===== src/rtl/edge_cache_pkg.sv =====
// Shared constants for the graph blocks: default widths, node limit,
// the "no edge" (infinity) weight and the edge-cache FSM state type.
package edge_cache_pkg;

  localparam int DEF_MAX_NODES   = 16;
  localparam int DEF_INDEX_WIDTH = 4;
  localparam int DEF_VALUE_WIDTH = 8;
  localparam int DEF_MADDR_WIDTH = 16;
  localparam int DEF_MDATA_WIDTH = 8;
  localparam int DEF_CACHE_LINES = 8;

  // Weight reported for a missing / out-of-range edge
  localparam logic [DEF_VALUE_WIDTH-1:0] INF_VALUE = {DEF_VALUE_WIDTH{1'b1}};

  typedef enum logic [1:0] {
    ST_IDLE  = 2'd0,
    ST_FETCH = 2'd1,
    ST_DONE  = 2'd2
  } state_t;

endpackage


===== src/rtl/edge_cache_store.sv =====
// Direct-mapped line storage for edge_cache: valid bit, tag and value per line.
// Ports:
//   clock, reset      - clock, asynchronous active-low reset (clears all lines)
//   inv_all_i         - synchronous invalidate of every line
//   wr_en_i/wr_line_i/wr_tag_i/wr_value_i - single write port (sets valid)
//   rd_line_i         - combinational read address
//   rd_valid_o/rd_tag_o/rd_value_o - contents of the addressed line
module edge_cache_store
  import edge_cache_pkg::*;
#(
  parameter int LINES       = DEF_CACHE_LINES,
  parameter int TAG_WIDTH   = 2 * DEF_INDEX_WIDTH,
  parameter int VALUE_WIDTH = DEF_VALUE_WIDTH,
  localparam int LINE_WIDTH = $clog2(LINES)
) (
  input  logic                   clock,
  input  logic                   reset,
  input  logic                   inv_all_i,
  input  logic                   wr_en_i,
  input  logic [LINE_WIDTH-1:0]  wr_line_i,
  input  logic [TAG_WIDTH-1:0]   wr_tag_i,
  input  logic [VALUE_WIDTH-1:0] wr_value_i,
  input  logic [LINE_WIDTH-1:0]  rd_line_i,
  output logic                   rd_valid_o,
  output logic [TAG_WIDTH-1:0]   rd_tag_o,
  output logic [VALUE_WIDTH-1:0] rd_value_o
);

  logic                   valid_q [LINES];
  logic [TAG_WIDTH-1:0]   tag_q   [LINES];
  logic [VALUE_WIDTH-1:0] value_q [LINES];

  // Line storage: reset/invalidate clear valid bits, write fills one line
  always_ff @(posedge clock or negedge reset) begin
    if (!reset) begin
      for (int i = 0; i < LINES; i++) begin
        valid_q[i] <= 1'b0;
        tag_q[i]   <= {TAG_WIDTH{1'b0}};
        value_q[i] <= {VALUE_WIDTH{1'b0}};
      end
    end else if (inv_all_i) begin
      for (int i = 0; i < LINES; i++) begin
        valid_q[i] <= 1'b0;
      end
    end else if (wr_en_i) begin
      valid_q[wr_line_i] <= 1'b1;
      tag_q[wr_line_i]   <= wr_tag_i;
      value_q[wr_line_i] <= wr_value_i;
    end
  end

  assign rd_valid_o = valid_q[rd_line_i];
  assign rd_tag_o   = tag_q[rd_line_i];
  assign rd_value_o = value_q[rd_line_i];

endmodule


===== src/rtl/edge_cache.sv =====
// Edge-weight cache for an adjacency matrix held in external memory.
// A query (from_node, to_node) is answered from a direct-mapped cache or,
// on a miss, fetched from base_address + from*N + to.
// Ports:
//   reset, clock          - asynchronous active-low reset, rising-edge clock
//   base_address          - address of edge (0,0)
//   number_of_nodes       - node count N
//   from_node, to_node    - query nodes, latched when query_enable is accepted
//   mem_addr/mem_read_enable/mem_data/mem_read_ready - memory read handshake
//   ready, edge_value     - one-cycle result strobe and held result
//   query_enable          - start a query (sampled in IDLE only)
module edge_cache
  import edge_cache_pkg::*;
#(
  parameter int MAX_NODES   = DEF_MAX_NODES,
  parameter int INDEX_WIDTH = DEF_INDEX_WIDTH,
  parameter int VALUE_WIDTH = DEF_VALUE_WIDTH,
  parameter int MADDR_WIDTH = DEF_MADDR_WIDTH,
  parameter int MDATA_WIDTH = DEF_MDATA_WIDTH,
  parameter int CACHE_LINES = DEF_CACHE_LINES
) (
  input  logic                   reset,
  input  logic                   clock,
  input  logic [MADDR_WIDTH-1:0] base_address,
  input  logic [INDEX_WIDTH-1:0] number_of_nodes,
  input  logic [INDEX_WIDTH-1:0] from_node,
  input  logic [INDEX_WIDTH-1:0] to_node,
  output logic [MADDR_WIDTH-1:0] mem_addr,
  input  logic [MDATA_WIDTH-1:0] mem_data,
  output logic                   mem_read_enable,
  input  logic                   mem_read_ready,
  output logic                   ready,
  output logic [VALUE_WIDTH-1:0] edge_value,
  input  logic                   query_enable
);

  localparam int LINE_W = $clog2(CACHE_LINES);
  localparam int LIN_W  = 2 * INDEX_WIDTH;

  state_t                 state_q, state_d;
  logic [MADDR_WIDTH-1:0] mem_addr_q, mem_addr_d;
  logic                   mem_read_enable_q, mem_read_enable_d;
  logic                   ready_q, ready_d;
  logic [VALUE_WIDTH-1:0] edge_value_q, edge_value_d;
  logic [MADDR_WIDTH-1:0] base_q, base_d;
  logic [INDEX_WIDTH-1:0] nodes_q, nodes_d;
  logic [INDEX_WIDTH-1:0] from_q, from_d;
  logic [INDEX_WIDTH-1:0] to_q, to_d;
  logic                   pend_q, pend_d;
  logic [LIN_W-1:0]       fetch_lin_q, fetch_lin_d;

  logic                   cfg_chg_s, lk_go_s, lk_oor_s, lk_hit_s;
  logic [INDEX_WIDTH-1:0] lk_from_s, lk_to_s;
  logic [LIN_W-1:0]       lk_lin_s;
  logic [MADDR_WIDTH-1:0] lk_addr_s;
  logic                   inv_all_s, wr_en_s;
  logic                   rd_valid_s;
  logic [LIN_W-1:0]       rd_tag_s;
  logic [VALUE_WIDTH-1:0] rd_value_s;

  // A configuration change flushes the cache and defers the lookup of a
  // query accepted in the same cycle by one cycle (pend_q). The deferred
  // lookup then uses the latched query, so later input changes are harmless.
  assign cfg_chg_s = (base_address != base_q) || (number_of_nodes != nodes_q);
  assign lk_from_s = pend_q ? from_q : from_node;
  assign lk_to_s   = pend_q ? to_q   : to_node;
  assign lk_go_s   = (state_q == ST_IDLE) && !cfg_chg_s && (pend_q || query_enable);
  assign lk_oor_s  = (lk_from_s >= nodes_q) || (lk_to_s >= nodes_q) ||
                     (32'(lk_from_s) >= 32'(MAX_NODES)) || (32'(lk_to_s) >= 32'(MAX_NODES));
  assign lk_lin_s  = LIN_W'(lk_from_s) * LIN_W'(nodes_q) + LIN_W'(lk_to_s);
  assign lk_addr_s = base_q + MADDR_WIDTH'(lk_lin_s);
  assign lk_hit_s  = rd_valid_s && (rd_tag_s == lk_lin_s);

  edge_cache_store #(
    .LINES      (CACHE_LINES),
    .TAG_WIDTH  (LIN_W),
    .VALUE_WIDTH(VALUE_WIDTH)
  ) u_store (
    .clock      (clock),
    .reset      (reset),
    .inv_all_i  (inv_all_s),
    .wr_en_i    (wr_en_s),
    .wr_line_i  (fetch_lin_q[LINE_W-1:0]),
    .wr_tag_i   (fetch_lin_q),
    .wr_value_i (mem_data[VALUE_WIDTH-1:0]),
    .rd_line_i  (lk_lin_s[LINE_W-1:0]),
    .rd_valid_o (rd_valid_s),
    .rd_tag_o   (rd_tag_s),
    .rd_value_o (rd_value_s)
  );

  // State and output registers; reset aborts any fetch in flight
  always_ff @(posedge clock or negedge reset) begin
    if (!reset) begin
      state_q           <= ST_IDLE;
      mem_addr_q        <= {MADDR_WIDTH{1'b0}};
      mem_read_enable_q <= 1'b0;
      ready_q           <= 1'b0;
      edge_value_q      <= {VALUE_WIDTH{1'b0}};
      base_q            <= {MADDR_WIDTH{1'b0}};
      nodes_q           <= {INDEX_WIDTH{1'b0}};
      from_q            <= {INDEX_WIDTH{1'b0}};
      to_q              <= {INDEX_WIDTH{1'b0}};
      pend_q            <= 1'b0;
      fetch_lin_q       <= {LIN_W{1'b0}};
    end else begin
      state_q           <= state_d;
      mem_addr_q        <= mem_addr_d;
      mem_read_enable_q <= mem_read_enable_d;
      ready_q           <= ready_d;
      edge_value_q      <= edge_value_d;
      base_q            <= base_d;
      nodes_q           <= nodes_d;
      from_q            <= from_d;
      to_q              <= to_d;
      pend_q            <= pend_d;
      fetch_lin_q       <= fetch_lin_d;
    end
  end

  // Next-state logic
  always_comb begin
    state_d = state_q;
    case (state_q)
      ST_IDLE: begin
        if (lk_go_s && !lk_oor_s && !lk_hit_s) begin
          state_d = ST_FETCH;
        end else begin
          state_d = ST_IDLE;
        end
      end
      ST_FETCH: begin
        if (mem_read_ready) begin
          state_d = ST_DONE;
        end else begin
          state_d = ST_FETCH;
        end
      end
      ST_DONE: state_d = ST_IDLE;
      default: state_d = ST_IDLE;
    endcase
  end

  // Output, cache-control and latch next values per state
  always_comb begin
    mem_addr_d        = mem_addr_q;
    mem_read_enable_d = mem_read_enable_q;
    ready_d           = 1'b0;
    edge_value_d      = edge_value_q;
    base_d            = base_q;
    nodes_d           = nodes_q;
    from_d            = from_q;
    to_d              = to_q;
    pend_d            = pend_q;
    fetch_lin_d       = fetch_lin_q;
    inv_all_s         = 1'b0;
    wr_en_s           = 1'b0;
    case (state_q)
      ST_IDLE: begin
        if (cfg_chg_s) begin
          inv_all_s = 1'b1;
          base_d    = base_address;
          nodes_d   = number_of_nodes;
          pend_d    = pend_q | query_enable;
          if (query_enable && !pend_q) begin
            from_d = from_node;
            to_d   = to_node;
          end else begin
            from_d = from_q;
          end
        end else if (lk_go_s) begin
          pend_d = 1'b0;
          if (lk_oor_s) begin
            ready_d      = 1'b1;
            edge_value_d = {VALUE_WIDTH{1'b1}};
          end else if (lk_hit_s) begin
            ready_d      = 1'b1;
            edge_value_d = rd_value_s;
          end else begin
            mem_read_enable_d = 1'b1;
            mem_addr_d        = lk_addr_s;
            fetch_lin_d       = lk_lin_s;
          end
        end else begin
          pend_d = pend_q;
        end
      end
      ST_FETCH: begin
        if (mem_read_ready) begin
          wr_en_s           = 1'b1;
          mem_read_enable_d = 1'b0;
          edge_value_d      = mem_data[VALUE_WIDTH-1:0];
          ready_d           = 1'b1;
        end else begin
          mem_read_enable_d = 1'b1;
        end
      end
      ST_DONE: ready_d = 1'b0;
      default: mem_read_enable_d = 1'b0;
    endcase
  end

  assign mem_addr        = mem_addr_q;
  assign mem_read_enable = mem_read_enable_q;
  assign ready           = ready_q;
  assign edge_value      = edge_value_q;

endmodule


===== config.mk =====
export PLATFORM = sky130hd
export DESIGN_NAME = edge_cache
export DESIGN_NICKNAME = d
export VERILOG_FILES = /design/src/rtl/edge_cache_pkg.sv /design/src/rtl/edge_cache_store.sv /design/src/rtl/edge_cache.sv
export SDC_FILE = /design/constraint.sdc
export NUM_CORES = 1
export LEC_CHECK = 0
export ABC_AREA = 1
export CAP_MARGIN = 30
export CORE_AREA = 2 2 148 150
export DETAILED_ROUTE_END_ITERATION = 10
export DIE_AREA = 0 0 150 152
export GPL_TIMING_DRIVEN = 0
export PLACE_DENSITY = 0.68
export REMOVE_ABC_BUFFERS = 1
export SYNTH_ARGS = -nofsm -noshare
export SYNTH_HDL_FRONTEND = slang
export SYNTH_SLANG_ARGS = --single-unit

===== constraint.sdc =====
create_clock -name clock -period 4.7 [get_ports clock]
set_input_delay 0.94 -clock clock [delete_from_list [all_inputs] [get_ports clock]]
set_output_delay 0.94 -clock clock [all_outputs]
set_load 0.05 [all_outputs]

# Yosys cells after proc, flatten, opt, wreduce, memory -nomap -nowiden
# Index checks and enable logic that the tools add are counted.
# Widths: inputs -> output; s select.
dict set report totals {
  out_inout_bits 26
  wordCells 133
  in_bits 40
  reg_bits 201
}
dict set report op_classes {
  reduce_logical 25
  magnitude_cmp 5
  eq_ne 11
  mux 45
  mul 1
  addsub 2
  n_bitwise 9
}
# cell n
set op_table {}
lappend op_table {{$bwmux 64} 2}
lappend op_table {{$mux 8} 12}
lappend op_table {{$bmux 8 s3} 2}
lappend op_table {{$demux 8 s3} 1}
lappend op_table {{$mux 1} 19}
lappend op_table {{$add 16x8->16} 1}
lappend op_table {{$ne 16x16->1} 1}
lappend op_table {{$pmux 8 s2} 1}
lappend op_table {{$reduce_and 5->1} 3}
lappend op_table {{$ne 2x2->1 const B} 5}
lappend op_table {{$add 8x4->8} 1}
lappend op_table {{$eq 8x8->1} 1}
lappend op_table {{$ge 4x4->1} 2}
lappend op_table {{$ge 4x4->1 const B} 2}
lappend op_table {{$mul 4x4->8} 1}
lappend op_table {{$mux 4} 2}
lappend op_table {{$not 3->4} 2}
lappend op_table {{$or 8x8->8} 1}
lappend op_table {{$logic_and 1x1->1} 7}
lappend op_table {{$reduce_and 2->1} 3}
lappend op_table {{$reduce_bool 2->1} 3}
lappend op_table {{$not 1->1} 5}
lappend op_table {{$logic_not 1->1} 4}
lappend op_table {{$lt 4x1->1 const B} 1}
lappend op_table {{14 further kinds} 16}

# Longest topological paths before layout
dict set report logic_depth {
  depth_word 14
  depth_mapped 29
}

# Modules after synthesis
# Synthesis repeated with hierarchy kept, for this count alone.
dict set report unflattened {
  cells_unflattened 1524
  hier_area_um2 11524.8
}
# module seq_area_each_um2 cells_each instances area_per_inst_um2
set by_module_without_submodules {}
lappend by_module_without_submodules {edge_cache_store 3403.3 915 1 6885.4}
lappend by_module_without_submodules {edge_cache 1626.6 609 1 4639.4}

# Least setup slack after synthesis
# Ideal clock, no wire load.
dict set report synth_path {
  path_kind {input-to-reg}
  from {in from_node[0]}
  to {reg mem_addr_q[13] (netlist: mem_addr[13])}
  required_time_ps 4577
  slack_ps -361
  arrival_ps 4938
  n_path_buf 0
  setup_ps 123
  path_stages 24
  cell_sequence {o21ai_0 -> inv_1 -> nand2_1 -> fa_1 -> fa_1 -> fa_1 -> inv_1 -> ha_1 -> nand2_1 -> nand2_1 -> nand2_1 -> nand4_1 -> nand2_1 -> inv_1 -> ha_1 -> nand2_1 -> nand2_1 -> a31oi_1 -> nand2_1 -> a21boi_0 -> nor2_1 -> nand2_1 -> xor2_1 -> o21ai_1}
}
# item line
set synth_rtl {}
lappend synth_rtl {{start, declared} edge_cache.sv:26} ;# input logic [INDEX_WIDTH-1:0] from_node,
lappend synth_rtl {{$mux 4 *} edge_cache.sv:65} ;# assign lk_from_s = pend_q ? from_q : from_node;
lappend synth_rtl {{$mul 4x4->8 *} edge_cache.sv:70} ;# assign lk_lin_s = LIN_W'(lk_from_s) * LIN_W'(nodes_q) + LIN_W'(lk_to_s);
lappend synth_rtl {{$add 8x4->8 *} edge_cache.sv:70}
lappend synth_rtl {{net lk_lin_s[6]} edge_cache.sv:54} ;# logic [LIN_W-1:0] lk_lin_s;
lappend synth_rtl {{parallel branches: the longest is 4 deep, another holds $add 16x8->16} --}
lappend synth_rtl {{end signal, assigned} edge_cache.sv:96} ;# mem_addr_q <= {MADDR_WIDTH{1'b0}};
lappend synth_rtl {{end signal, assigned} edge_cache.sv:108} ;# mem_addr_q <= mem_addr_d;
lappend synth_rtl {{end, declared} edge_cache.sv:41} ;# logic [MADDR_WIDTH-1:0] mem_addr_q, mem_addr_d;
# Mark *: on every way through the listed nets, which the timed path passes. The select of a mux whose other input is x is not followed.
# A chain may end at the register's enable or synchronous reset.

# Worst setup path after layout
dict set report layout_path {
  from {reg pend_q}
  to {reg mem_addr_q[13] (netlist: mem_addr[13])}
}
# item line
set layout_rtl {}
lappend layout_rtl {{start, declared} edge_cache.sv:49} ;# logic pend_q, pend_d;
lappend layout_rtl {{start signal, assigned} edge_cache.sv:116} ;# pend_q <= pend_d;
lappend layout_rtl {{$mux 4} edge_cache.sv:65}
lappend layout_rtl {{$mul 4x4->8} edge_cache.sv:70}
lappend layout_rtl {{$add 8x4->8 *} edge_cache.sv:70}
lappend layout_rtl {{net lk_lin_s[6]} edge_cache.sv:54}
lappend layout_rtl {{parallel branches: the longest is 4 deep, another holds $add 16x8->16} --}
# Marks and branches as above.

==> out/results.txt <==
HP Class = primary input to async pin
Gr ovfl total = 0
Drt initial violations = 558
Layout Nets = 1492
Die width = 150 um
Port bufs = 65
Pwr Density = 497 nW/um^2
Core area = 21400 um^2
Max-slew headroom = 0.432
Diodes inserted = 0
Final worst slack = 191 ps
Fmax = 0.222 GHz
Seq/Total Area, Yosys = 0.483
HPWL after DPL = 16.5 mm
Critical path launch point type = register
Req. time, crit path = 5090 ps
Synth Register Bits = 201
Area Overhead vs Synth = 21.3%
Synthesized area = 10400 um^2
Clk sinks = 201
Number of buffers created by CTS = 23
DR DRC count = 0
Yosys warns = 0
Final WL = 27.0 mm
Final Hold Vio Count = 0
P_leak = 6.22 nW
Drt pass-1 iters = 5
First-pass GRT wire length = 43.9 mm
Min Tclk post-route = 4510 ps
Syn avg cell area = 7.80 um^2
Worst Setup EP = mem_addr[13]
Starting Density = 0.488
CP Capture Type = register
Placed Area = 11300 um^2
Largest net degree at the start of global routing = 120
Worst R2R End = mem_addr[13]
Critical Path Source = pend_q
Routed WL per cell = 15.8 um
Count of cell types in the netlist = 34
Peak supply drop = 0.254 mV
Commonest non-fill, non-tap cells in the layout = nand2_1 (460), dfrtp_1 (200), inv_1 (128)
R2R depth = 26
Die height = 152 um
Antenna-violating nets left = 0
Die area = 22800 um^2
Cells after synthesis = 1335
FF-to-FF Start = pend_q
# setup viols final = 0
IO Pins = 66
CTS max path bufs = 3
CTS tree = yes
Clock Latency Late Sink = 510 ps
Status = finished clean
H-tree depth = 1
R2R setup slack = 190 ps
Worst-Margin Slew = 851 ps
Period utilization = 0.959
Arrival time at the worst endpoint = 4900 ps
Critical Path Fanout Max = 6
Worst Path Class, Setup = register to register
Initial antenna violation count = 0
Final Instance Area = 12600 um^2
Post-layout power = 6.28 mW
DP Worst Slack = -1920 ps
Final Slew Violations = 0
Final design utilization = 0.592
Leading cell type in the layout, fill and taps excluded = nand2_1
Layout cell share with drive strength beyond 1 = 0.121
Vias in the first global route = 8563
CTS clk-pin slew, worst paths = 60 ps
Total Routing Usage GR = 0.239
Row cnt = 54
Clock Root Buffer = clkbuf_16
Worst hold slack = 402 ps
Vias per inst = 5.18
Routed vias = 8819
Gpl congestion = 0.827
Final Skew = 14.0 ps
Max-Cap Viols = 0
RSZ-0062 raised after global routing = true
==> metrics by stage <==
stage               std cells  TNS (ps)
floorplan                1278     -2070
global placement         1623  -1259060
detailed placement       1631    -59540
CTS                      1691         0
global route             1704      -309
finish                   1704         0
==> worst max-delay path, cell delays in order, from the launching register on <==
cell and delay (ps):
dfrtp_4 540, buf_6 160, o21ai_4 140, inv_2 60, nand2_2 70, fa_1 410, fa_1 490, fa_1 530
inv_2 50, ha_4 290, nand2_2 50, inv_2 50, nand3_2 70, nand3_2 80, nand2_2 60, nand2_2 70
inv_2 50, ha_4 260, nand2_1 70, nand2_1 60, a31oi_2 170, nand2_2 110, a21boi_4 180, nor2_4 70
nand2_1 80, xor2_1 150, o21ai_1 70
==> worst min path at each step <==
stage / to / slack [ps] / cells past startpoint
6_report: u_store.value_q[40] / 400 / 1
5_1_grt: u_store.value_q[56] / 460 / 1
4_1_cts: u_store.value_q[40] / 440 / 1
3_5_place_dp: u_store.tag_q[41] / 440 / 2
3_3_place_gp: u_store.tag_q[41] / 440 / 2
2_1_floorplan: u_store.tag_q[41] / 420 / 2
==> layer usage <==
layer / up-vias / part of all wire / GRT usage
met5: - / 0 / 0
met4: 0 / 0.027 / 0.0642
met3: 53 / 0.050 / 0.0333
met2: 229 / 0.48 / 0.396
met1: 4188 / 0.44 / 0.330
li1: 4349 / - / -
==> sequential cells by signal, summed over array words and instances, names as in the netlist, 8 cells and up <==
| signal | flops |
|---|---|
| base_q | 16 |
| fetch_lin_q | 8 |
| u_store.tag_q | 64 |
| mem_addr | 16 |
| edge_value | 8 |
| u_store.value_q | 64 |
| u_store.valid_q | 8 |
==> cells by family (layout without fill, tap and decap cells) <==
| kind of cell | Yosys count | count (layout) | synth area share |
|---|---|---|---|
| and+or+nand+nor | 659 | 661 | 0.257 |
| AOI/OAI and AO/OA | 203 | 203 | 0.0997 |
| buffers and inverters | 202 | 289 | 0.0798 |
| DFF | 201 | 201 | 0.483 |
| adders and majority gates | 44 | 44 | 0.0586 |
| xor gates and xnor gates | 26 | 26 | 0.0219 |
==> Yosys cell counts <==
cell type,instances,share of area
or2_0,1,0.00060
or2_2,11,0.0066
nor4_2,1,0.0012
nor2_2,3,0.0018
nand4_1,8,0.0048
nor2_1,72,0.026
xor2_1,13,0.011
buf_6,4,0.0043
buf_4,5,0.0036
nand3_1,72,0.035
fa_1,8,0.015
nand2_1,479,0.17
inv_4,1,0.00060
o21ai_0,124,0.060
a31oi_1,2,0.0012
nor3_2,1,0.00096
inv_2,8,0.0029
a22oi_1,3,0.0022
o211ai_1,4,0.0029
a21oi_1,49,0.024
buf_2,17,0.0082
a21boi_0,1,0.00072
nor3_1,5,0.0024
ha_1,36,0.043
inv_1,136,0.049
xnor2_1,13,0.011
nand3_2,2,0.0019
dfrtp_1,201,0.48
buf_1,1,0.00036
nand3b_1,1,0.00072
nand2_2,2,0.0012
clkbuf_1,30,0.011
nand3_4,1,0.0017
o21ai_1,20,0.0096
==> final cells by class <==
cell class | instances | area (um^2)
timing repair buffer | 103 | 1000
sequential | 201 | 5030
multi-input combinational | 934 | 4920
clock inverter | 8 | 93.8
tap | 280 | 350
clock buffer | 33 | 673
inverter | 145 | 551
fill | 1925 | 8720
==> repair_timing <==
action,in CTS,in global routing
setup buffers,17,11
setup endpoints to repair,35,34
hold buffers,0,0
gates cloned,2,0
gates resized for setup,38,45
pin swaps,12,21
==> power by group <==
group | internal (mW) | total, mW | switching, mW
clock | 1.10 | 1.81 | 0.710
sequential | 1.81 | 1.86 | 0.0450
combinational | 1.00 | 2.61 | 1.60
total | 3.92 | 6.28 | 2.36
Note: power is estimated with default switching activity, not from simulation.
